===== src/rtl/fetch_unit_pkg.sv =====
// rtl/fetch_unit_pkg.sv - shared types and constants for the instruction-fetch stage
// Purpose: FSM state encoding, bubble word, PC increment and the word-alignment
//          mask, which ID-stage branch-target logic also uses.
// Ports:   none (package)
package fetch_pkg;

    typedef enum logic [1:0] {
        START = 2'd0,
        FETCH = 2'd1,
        HOLD  = 2'd2,
        DRAIN = 2'd3
    } fetch_state_t;

    localparam logic [31:0] NOP_WORD  = 32'h0000_0000;
    localparam int          PC_INC    = 4;
    localparam logic [31:0] WORD_MASK = 32'hFFFF_FFFC;

    function automatic logic [31:0] align_word(input logic [31:0] addr);
        return addr & WORD_MASK;
    endfunction

endpackage


===== src/rtl/fetch_unit_if.sv =====
// rtl/fetch_unit_if.sv - instruction-memory request/response bus
// Purpose: groups the fetch request and the memory response signals.
// Ports:   imem_req/imem_addr (fetch side out), imem_ready/imem_rdata (memory side out)
interface fetch_unit_if;
    logic        imem_req;
    logic [31:0] imem_addr;
    logic        imem_ready;
    logic [31:0] imem_rdata;

    modport master (output imem_req, output imem_addr, input imem_ready, input imem_rdata);
    modport slave  (input imem_req, input imem_addr, output imem_ready, output imem_rdata);
endinterface


===== src/rtl/fetch_unit_if_id_reg.sv =====
// rtl/fetch_unit_if_id_reg.sv - IF/ID pipeline register (IR, PC+4, valid)
// Purpose: holds the instruction handed to ID; flush inserts a bubble and
//          overrides load.
// Ports:   clk, rst (async active-high), i_load, i_flush, i_ir, i_pc4 -> o_ir, o_pc4, o_valid
module if_id_reg #(
    parameter logic [31:0] NOP_WORD = fetch_pkg::NOP_WORD
) (
    input  logic        clk,
    input  logic        rst,
    input  logic        i_load,
    input  logic        i_flush,
    input  logic [31:0] i_ir,
    input  logic [31:0] i_pc4,
    output logic [31:0] o_ir,
    output logic [31:0] o_pc4,
    output logic        o_valid
);

    logic [31:0] r_ir;
    logic [31:0] r_pc4;
    logic        r_valid;

    always_ff @(posedge clk or posedge rst) begin
        if (rst) begin
            r_ir    <= NOP_WORD;
            r_pc4   <= 32'h0;
            r_valid <= 1'b0;
        end else if (i_flush) begin
            r_ir    <= NOP_WORD;
            r_pc4   <= 32'h0;
            r_valid <= 1'b0;
        end else if (i_load) begin
            r_ir    <= i_ir;
            r_pc4   <= i_pc4;
            r_valid <= 1'b1;
        end
    end

    assign o_ir    = r_ir;
    assign o_pc4   = r_pc4;
    assign o_valid = r_valid;

endmodule


===== src/rtl/fetch_unit.sv =====
// rtl/fetch_unit.sv - instruction-fetch stage with IF/ID register
// Purpose: PC register, one-outstanding-request fetch FSM, one-entry stall
//          buffer and drain address latch; handles ID stall and branch redirect.
// Ports:   clk, reset (async active-high), stall, branch_taken, branch_target,
//          imem (fetch_unit_if.master), IR, IR_valid, ID_PC4
module fetch_unit #(
    parameter logic [31:0] RESET_PC = 32'h0000_0000,
    parameter logic [31:0] NOP_WORD = fetch_pkg::NOP_WORD,
    parameter int          PC_INC   = fetch_pkg::PC_INC
) (
    input  logic               clk,
    input  logic               reset,
    input  logic               stall,
    input  logic               branch_taken,
    input  logic [31:0]        branch_target,
    fetch_unit_if.master       imem,
    output logic [31:0]        IR,
    output logic               IR_valid,
    output logic [31:0]        ID_PC4
);
    import fetch_pkg::*;

    fetch_state_t r_state;
    logic [31:0]  r_pc;
    logic [31:0]  r_drain_addr;
    logic [31:0]  r_buf_ir;
    logic [31:0]  r_buf_pc4;
    logic         r_buf_valid;

    logic [31:0]  w_pc_seq;
    logic [31:0]  w_target;
    logic         w_load;
    logic         w_flush;
    logic [31:0]  w_load_ir;
    logic [31:0]  w_load_pc4;

    assign w_pc_seq = r_pc + 32'(PC_INC);
    assign w_target = align_word(branch_target);

    assign imem.imem_req  = (r_state == FETCH) || (r_state == DRAIN);
    // While draining, the old request must stay on the bus even though PC
    // already points at the redirect target.
    assign imem.imem_addr = (r_state == DRAIN) ? r_drain_addr : r_pc;

    always_comb begin
        w_flush    = branch_taken;
        w_load     = 1'b0;
        w_load_ir  = imem.imem_rdata;
        w_load_pc4 = w_pc_seq;
        case (r_state)
            FETCH: w_load = imem.imem_ready && !stall;
            HOLD: begin
                w_load     = !stall && r_buf_valid;
                w_load_ir  = r_buf_ir;
                w_load_pc4 = r_buf_pc4;
            end
            default: w_load = 1'b0;
        endcase
    end

    if_id_reg #(.NOP_WORD(NOP_WORD)) u_if_id (
        .clk     (clk),
        .rst     (reset),
        .i_load  (w_load),
        .i_flush (w_flush),
        .i_ir    (w_load_ir),
        .i_pc4   (w_load_pc4),
        .o_ir    (IR),
        .o_pc4   (ID_PC4),
        .o_valid (IR_valid)
    );

    always_ff @(posedge clk or posedge reset) begin
        if (reset) begin
            r_state      <= START;
            r_pc         <= RESET_PC;
            r_drain_addr <= RESET_PC;
            r_buf_ir     <= NOP_WORD;
            r_buf_pc4    <= 32'h0;
            r_buf_valid  <= 1'b0;
        end else begin
            case (r_state)
                START: begin
                    if (branch_taken) r_pc <= w_target;
                    r_state <= FETCH;
                end
                FETCH: begin
                    if (branch_taken) begin
                        r_pc <= w_target;
                        // A request still in flight must complete before the
                        // target can be fetched; its word is thrown away.
                        if (!imem.imem_ready) begin
                            r_drain_addr <= r_pc;
                            r_state      <= DRAIN;
                        end
                    end else if (imem.imem_ready) begin
                        r_pc <= w_pc_seq;
                        if (stall) begin
                            r_buf_ir    <= imem.imem_rdata;
                            r_buf_pc4   <= w_pc_seq;
                            r_buf_valid <= 1'b1;
                            r_state     <= HOLD;
                        end
                    end
                end
                HOLD: begin
                    if (branch_taken) begin
                        r_pc        <= w_target;
                        r_buf_valid <= 1'b0;
                        r_state     <= FETCH;
                    end else if (!stall) begin
                        r_buf_valid <= 1'b0;
                        r_state     <= FETCH;
                    end
                end
                DRAIN: begin
                    if (branch_taken) r_pc <= w_target;
                    if (imem.imem_ready) r_state <= FETCH;
                end
                default: r_state <= START;
            endcase
        end
    end

endmodule


===== src/flat_wrapper.sv =====
// flat-port wrapper written by rule: the top's interface ports become plain ports
module fetch_unit_flat import fetch_pkg::*;
#(
    parameter logic [31:0] RESET_PC = 32'h0000_0000,
    parameter logic [31:0] NOP_WORD = fetch_pkg::NOP_WORD,
    parameter int          PC_INC   = fetch_pkg::PC_INC
)
  (clk, reset, stall, branch_taken, branch_target, IR, IR_valid, ID_PC4, imem_imem_req, imem_imem_addr, imem_imem_ready, imem_imem_rdata);
  fetch_unit_if imem_i ();
  input  logic clk;
  input  logic reset;
  input  logic stall;
  input  logic branch_taken;
  input  logic [31:0] branch_target;
  output logic [31:0] IR;
  output logic IR_valid;
  output logic [31:0] ID_PC4;
  output wire logic [$bits(imem_i.imem_req)-1:0] imem_imem_req;
  output wire logic [$bits(imem_i.imem_addr)-1:0] imem_imem_addr;
  input wire logic [$bits(imem_i.imem_ready)-1:0] imem_imem_ready;
  input wire logic [$bits(imem_i.imem_rdata)-1:0] imem_imem_rdata;
  assign imem_imem_req = imem_i.imem_req;
  assign imem_imem_addr = imem_i.imem_addr;
  assign imem_i.imem_ready = imem_imem_ready;
  assign imem_i.imem_rdata = imem_imem_rdata;
  fetch_unit #(.RESET_PC(RESET_PC), .NOP_WORD(NOP_WORD), .PC_INC(PC_INC)) u_core (.clk(clk), .reset(reset), .stall(stall), .branch_taken(branch_taken), .branch_target(branch_target), .imem(imem_i), .IR(IR), .IR_valid(IR_valid), .ID_PC4(ID_PC4));
endmodule

===== config.mk =====
export PLATFORM = sky130hd
export DESIGN_NAME = fetch_unit_flat
export DESIGN_NICKNAME = d
export VERILOG_FILES = /design/src/rtl/fetch_unit_pkg.sv /design/src/rtl/fetch_unit_if.sv /design/src/rtl/fetch_unit_if_id_reg.sv /design/src/rtl/fetch_unit.sv /design/src/flat_wrapper.sv
export SDC_FILE = /design/constraint.sdc
export NUM_CORES = 1
export LEC_CHECK = 0
export CAP_MARGIN = 20
export CORE_MARGIN = 3
export CORE_UTILIZATION = 45
export DETAILED_ROUTE_END_ITERATION = 8
export GPL_ROUTABILITY_DRIVEN = 0
export PLACE_DENSITY = 0.74
export SYNTH_ARGS = -nofsm -noshare
export SYNTH_HDL_FRONTEND = slang
export SYNTH_SLANG_ARGS = --single-unit
export TNS_END_PERCENT = 100

===== constraint.sdc =====
create_clock -name clk -period 7.18 [get_ports clk]
set_input_delay 1.436 -clock clk [delete_from_list [all_inputs] [get_ports clk]]
set_output_delay 1.436 -clock clk [all_outputs]
set_load 0.03 [all_outputs]

==> results of run 1 <==
## cells by family (layout without fill, tap and decap cells)
kind of cell    count (synthesis)  count (layout)  share of synthesized area
fa+ha+maj                       5               5                    0.00666
simple gates                  262             262                      0.136
other cells                     1               2                   0.000399
buf+inv                        96             213                     0.0442
flops                         189             189                      0.504
compound gates                171             171                      0.113
xor+xnor                       50              50                     0.0466
mux                           129             129                      0.150
## flip-flops by register name (all words and copies together) (netlist names)
signal                  count
u_core.r_buf_ir            32
u_core.u_if_id.o_ir        32
u_core.u_if_id.o_pc4       31
u_core.r_buf_pc4           30
u_core.r_drain_addr        30
u_core.r_pc                30
u_core.r_state              2
u_core.r_buf_valid          1
u_core.u_if_id.o_valid      1
## worst paths after layout
path	depth (start not counted)	from	to	slack [ns]
max	7	imem_imem_ready	u_core.u_if_id.o_pc4[31]	3.22
min	2	u_core.r_buf_pc4[18]	u_core.r_buf_pc4[18]	0.47
max reg2reg	9	u_core.r_state[0]	u_core.u_if_id.o_pc4[31]	3.67
min reg2reg	2	u_core.r_buf_pc4[18]	u_core.r_buf_pc4[18]	0.47
max in group asynchronous	3	reset	u_core.r_buf_ir[2]	4.25
min in group asynchronous	2	reset	u_core.u_if_id.o_ir[3]	1.57
## routing by layer
metal | vias to the layer above | part of all wire
li1 | 3405 | -
met1 | 3486 | 0.46
met2 | 239 | 0.46
met3 | 30 | 0.062
met4 | 0 | 0.019
met5 | - | 0
## worst min-delay path: stages, from the launching register on
cell and delay [ns]:
dfrtp_1 0.34, nand2_1 0.04, o21ai_0 0.06
## area by class of cell
class	instances	area (um^2)
clock buffer	21	480
clock inverter	11	98.8
fill	1770	8710
inverter	11	48.8
multi-input combinational	619	4290
sequential	189	4730
tap	270	338
timing repair buffer	170	1680
## Yosys cell counts, types with 7 or more instances
cell type	n	area (um^2)
nor3_1	20	100
nand3_1	25	125
inv_1	11	41.3
nand4_1	16	100
xor2_1	19	166
nor2_1	52	195
nand2_1	95	357
clkbuf_1	56	210
mux2_2	93	1050
o21ai_0	75	375
nor4_1	11	68.8
a211oi_1	34	255
buf_4	7	52.6
a31oi_1	8	50.1
a21oi_1	21	105
dfrtp_1	189	4730
and3_1	15	93.8
mux2i_1	36	360
buf_2	17	85.1
xnor2_1	31	272
## power by group
group | total, mW | internal (mW) | leakage [nW] | switching, mW
clock | 0.925 | 0.493 | 0.286 | 0.433
sequential | 1.65 | 1.42 | 2.39 | 0.231
combinational | 1.68 | 0.756 | 1.99 | 0.928
total | 4.26 | 2.67 | 4.67 | 1.59
==> impl_metrics.csv, run 1 <==
group,metric,value,unit
worst_setup_path,crit_slowest_cell,"buf_4",
detailed_routing,postRouteAntennaNets,0,
logic_synthesis,ys_seq_area_frac,0.504,
cts,path_clk_slew,0.07,ns
detailed_routing,drcViolationCount,0,
place,dp_slack,2.82,ns
timing,fmax,253,MHz
logic_synthesis,synth.avg_cell_area,10.4,um^2
floorplanning,rows,52,
worst_hold_path,min_path_type,"register to register",
floorplanning,die_y,150,um
run,maxCapViolCount,0,
power_and_ir_drop,power.density,366,nW/um^2
worst_setup_path,path_buf_inv,2,
finish,drive_gt1_frac,0.144,
floorplanning,die_x,150,um
global_routing,grt_max_degree,131,
global_routing,grt_pass1_vias,6946,
place,dp_hpwl,15.2,mm
worst_setup_path,worstPathMaxFanout,73,
finish,stdcell_count,1291,
timing,period_needed,3.96,ns
logic_synthesis,synth_cell_types,56,
timing,setup_viol,0,
worst_setup_path,critPathKind,"input pin to register",
detailed_routing,drtIter0Drc,407,
global_routing,busiest_layer,"met2",
global_routing,grt_pass1_wl,36.7,mm
logic_synthesis,ys_ff_latch,189,
detailed_routing,wl_per_cell,17.7,um
finish,layout_common_cells,"dfrtp_1, clkdlybuf4s50_1, nand2_1",
cts,clock_path_buffers,2,
cts,postCtsSetupRepairBufs,0,
timing,worstMarginPinSlew,0.953,ns
detailed_routing,wl,22.9,mm
global_routing,antenna_found_initial,0,
finish,final_area,11700,um^2
finish,fin_nets,1082,
timing,slew_headroom,0.365,
finish,insertedDiodeCount,0,
worst_setup_path,cpPeakStageDelay,0.72,ns
power_and_ir_drop,p_leak,4.67,nW
floorplanning,io_pins,167,
detailed_routing,num_vias,7160,
floorplanning,die_area,22600,um^2
timing,rsz0062_at_grt,"no",
cts,post_cts_resized,0,
timing,holdWs,0.473,ns
timing,period_share,0.551,
worst_setup_path,crit_family,"buffers and inverters",
worst_setup_path,required,7.48,ns
cts,cts_tree,"built",
logic_synthesis,synth-main-ff-cell,"dfrtp_1",
cts,cts_root_buffer,"clkbuf_16",
power_and_ir_drop,ir_drop,222,uV
global_routing,grt_usage,0.204,
timing,slew_viol_final,0,
finish,area_delta_synth_final,24.2,%
place,placed_cell_area,11100,um^2
cts,htreeDepth,4,
place,place_inst,1258,
floorplanning,start_util,0.461,
worst_setup_path,arrival,4.26,ns
finish,postLayoutCoreUtil,0.572,
timing,final-hold-violation-count,0,
finish,final_common_cell,"dfrtp_1",
worst_setup_path,start_kind,"input pin",
power_and_ir_drop,power,4.26,mW
timing,skew,0.0129,ns
place,portBuffers,162,
logic_synthesis,synth_cells,903,
global_routing,grt_use_met3,0.0385,
outcome,status,"complete, no violations",
cts,numCtsBuffers,17,
floorplanning,core_area,20400,um^2
global_routing,use_met1,0.295,
cts,cts_sinks,189,
detailed_routing,vias_per_cell,5.55,
global_routing,gr-total-overflow,0,
worst_setup_path,worstSetupEndpointType,"register",
timing,worst_slack,3.22,ns
worst_setup_path,crit_chain,"clkdlybuf4s50_1 > nand2b_1 > a211oi_4 > buf_4 > nor2_1 > a32oi_1 > o21ai_0",
logic_synthesis,synth.cell_area,9390,um^2
logic_synthesis,synth_edf_count,0,
cts,clk_latency,0.43,ns
logic_synthesis,ys.warnings.count,0,
cts,holdBufCountCts,0,
detailed_routing,firstDrtPassIters,5,
timing,tns,0,ns
logic_synthesis,async_flop_share,1.00,
global_routing,use_met2,0.314,
Power figures use the tool's default switching activity.
==> inputs of run 2 (changes only) <==
==> constraint.sdc (replaced) <==
create_clock -name clk -period 4 [get_ports clk]
set_input_delay 0.8 -clock clk [delete_from_list [all_inputs] [get_ports clk]]
set_output_delay 0.8 -clock clk [all_outputs]
set_load 0.03 [all_outputs]
==> run 2 against run 1 <==
Flip-flop and latch count did not move. Die area stayed put. Power is 81% higher. Largest power group unchanged. Critical path depth is 3 lower. Final cell count up 0.31%. Non-clock buffer count is 4 higher. Largest cell class unchanged. Count of clock-buffer cells in the layout fell by 4. Routed wire length decreased by 0.59%.
==> impl_metrics.csv, run 2 (synthesized netlist as in run 1, its figures left out) <==
group,metric,value,unit
outcome,status,"complete, no violations",
detailed_routing,highest_layer,"met4",
finish,layout_common_cells,"dfrtp_1, clkdlybuf4s50_1, nand2_1",
power_and_ir_drop,p_sw_frac,0.375,
power_and_ir_drop,pwr-share-seq,0.384,
detailed_routing,wl_met2,10.2,mm
detailed_routing,vias_per_cell,5.49,
finish,final_area,11700,um^2
timing,tns,0,ns
place,portBuffers,162,
timing,rsz0062_at_grt,"no",
worst_setup_path,worstSetupEndpointType,"output pin",
detailed_routing,firstDrtPassIters,5,
detailed_routing,wl_per_cell,17.6,um
cts,cts_tree,"built",
detailed_routing,route.met3.wl,1.40,mm
timing,period_share,0.820,
run,maxCapViolCount,0,
cts,clk_latency,0.43,ns
worst_hold_path,hold_start,"u_core.r_buf_pc4[24]",
detailed_routing,wl,22.8,mm
worst_setup_path,critPathKind,"register to output pin",
timing,setup_viol,0,
global_routing,grt_usage,0.206,
cts,path_clk_slew,0.08,ns
finish,fin_nets,1086,
finish,postLayoutCoreUtil,0.577,
timing,skew,0.0148,ns
power_and_ir_drop,power.internal,4.83,mW
floorplanning,die_area,22600,um^2
detailed_routing,drcViolationCount,0,
worst_setup_path,required,3.20,ns
cts,clock_path_buffers,2,
cts,cts_sinks,189,
timing,slew_headroom,0.393,
finish,insertedDiodeCount,0,
worst_setup_path,worstPathMaxFanout,33,
floorplanning,die_x,150,um
worst_hold_path,whs_endpoint,"u_core.r_buf_pc4[24]",
floorplanning,io_pins,167,
worst_hold_path,hold_depth,2,
worst_setup_path,regToRegStartpoint,"u_core.r_state[1]",
power_and_ir_drop,p_clk_frac,0.222,
timing,fmax,305,MHz
worst_setup_path,arrival,2.48,ns
place,placed_cell_area,11100,um^2
worst_setup_path,path_buf_inv,2,
timing,period_needed,3.28,ns
floorplanning,start_util,0.461,
cts,htreeDepth,4,
power_and_ir_drop,power.switching,2.90,mW
cts,cts_root_buffer,"clkbuf_16",
floorplanning,rows,52,
power_and_ir_drop,ir_drop,470,uV
global_routing,antenna_found_initial,0,
worst_setup_path,regToRegSetupSlack,1.32,ns
worst_setup_path,crit_chain,"ha_1 > buf_4 > mux2_2 > clkdlybuf4s50_1",
finish,drive_gt1_frac,0.146,
worst_setup_path,r2r.worst_path.cells,6,
cts,numCtsBuffers,17,
cts,postCtsSetupRepairBufs,0,
worst_setup_path,crit_family,"buffers and inverters",
detailed_routing,wl_met1,10.8,mm
timing,worstMarginPinSlew,0.910,ns
timing,holdWs,0.481,ns
worst_hold_path,min_path_type,"register to register",
timing,worst_slack,0.721,ns
floorplanning,core_area,20400,um^2
power_and_ir_drop,p_leak,4.70,nW
cts,post_cts_resized,0,
finish,final_common_cell,"dfrtp_1",
global_routing,grt_max_degree,124,
timing,slew_viol_final,0,
detailed_routing,num_vias,7104,
detailed_routing,drtIter0Drc,388,
global_routing,grt_pass1_wl,37.2,mm
global_routing,gr-total-overflow,0,
worst_setup_path,reg2reg_to,"u_core.r_buf_ir[28]",
power_and_ir_drop,power.density,658,nW/um^2
finish,area_delta_synth_final,25.0,%
timing,final-hold-violation-count,0,
power_and_ir_drop,p_comb_frac,0.394,
floorplanning,die_y,150,um
detailed_routing,postRouteAntennaNets,0,
cts,holdBufCountCts,0,
worst_setup_path,crit_slowest_cell,"clkdlybuf4s50_1",
global_routing,grt_pass1_vias,7040,
place,dp_slack,0.929,ns
place,dp_hpwl,15.1,mm
worst_setup_path,start_kind,"register",
worst_setup_path,cpPeakStageDelay,0.60,ns
## run 2: cell count changes in the layout (fill, tap and decap cells not counted), sizes merged
| cell | delta |
|---|---|
| bufinv | +1 |
| buf | +5 |
| clkinvlp | +2 |
| inv | -1 |
| clkinv | +2 |
| clkbuf | -5 |
## run 2: per-stage QoR
step,power (mW),instances
5_1_grt,8.18,1295
3_5_place_dp,6.06,1263
2_1_floorplan,4.98,904
3_3_place_gp,5.97,1263
6_report,7.72,1295
4_1_cts,7.78,1295
## run 2: layout make-up
type | count | area (um^2)
clock buffers | 17 | 425
clock inverters | 15 | 175
well taps | 270 | 338
multi-input cells | 619 | 4280
fillers | 1762 | 8620
flip-flops and latches | 189 | 4730
inverters | 11 | 45.0
repair buffers | 174 | 1750
## run 2: power by group through the flow
stage	Clock, mW	Combinational, mW	Sequential (mW)
floorplan	0	1.84	3.14
global placement	0	3.01	2.96
detailed placement	0	3.05	3.00
CTS	1.74	3.07	2.97
global route	1.84	3.29	3.06
finish	1.71	3.04	2.97
## run 2: routing by layer
metal	vias up	track usage
li1	3423	-
met1	3430	0.297
met2	214	0.311
met3	37	0.0443
met4	0	0.0627
met5	-	0
## run 2: how the worst max path moves through the flow
stage | startpoint | end | depth (start not counted)
floorplan | reset | u_core.r_buf_ir[0] | 1
global placement | stall | u_core.r_buf_ir[22] | 4
detailed placement | imem_imem_ready | u_core.u_if_id.o_pc4[13] | 7
CTS | u_core.r_state[0] | imem_imem_addr[19] | 4
global route | u_core.r_state[0] | imem_imem_addr[29] | 4
finish | u_core.r_state[0] | imem_imem_addr[27] | 4
## run 2: worst reg2reg max path: stages (launching register included)
cell and delay (ns):
dfrtp_1 0.45, inv_1 0.12, ha_1 0.33, nor2b_1 0.41, nand3_4 0.40, buf_4 0.46
mux2_2 0.41
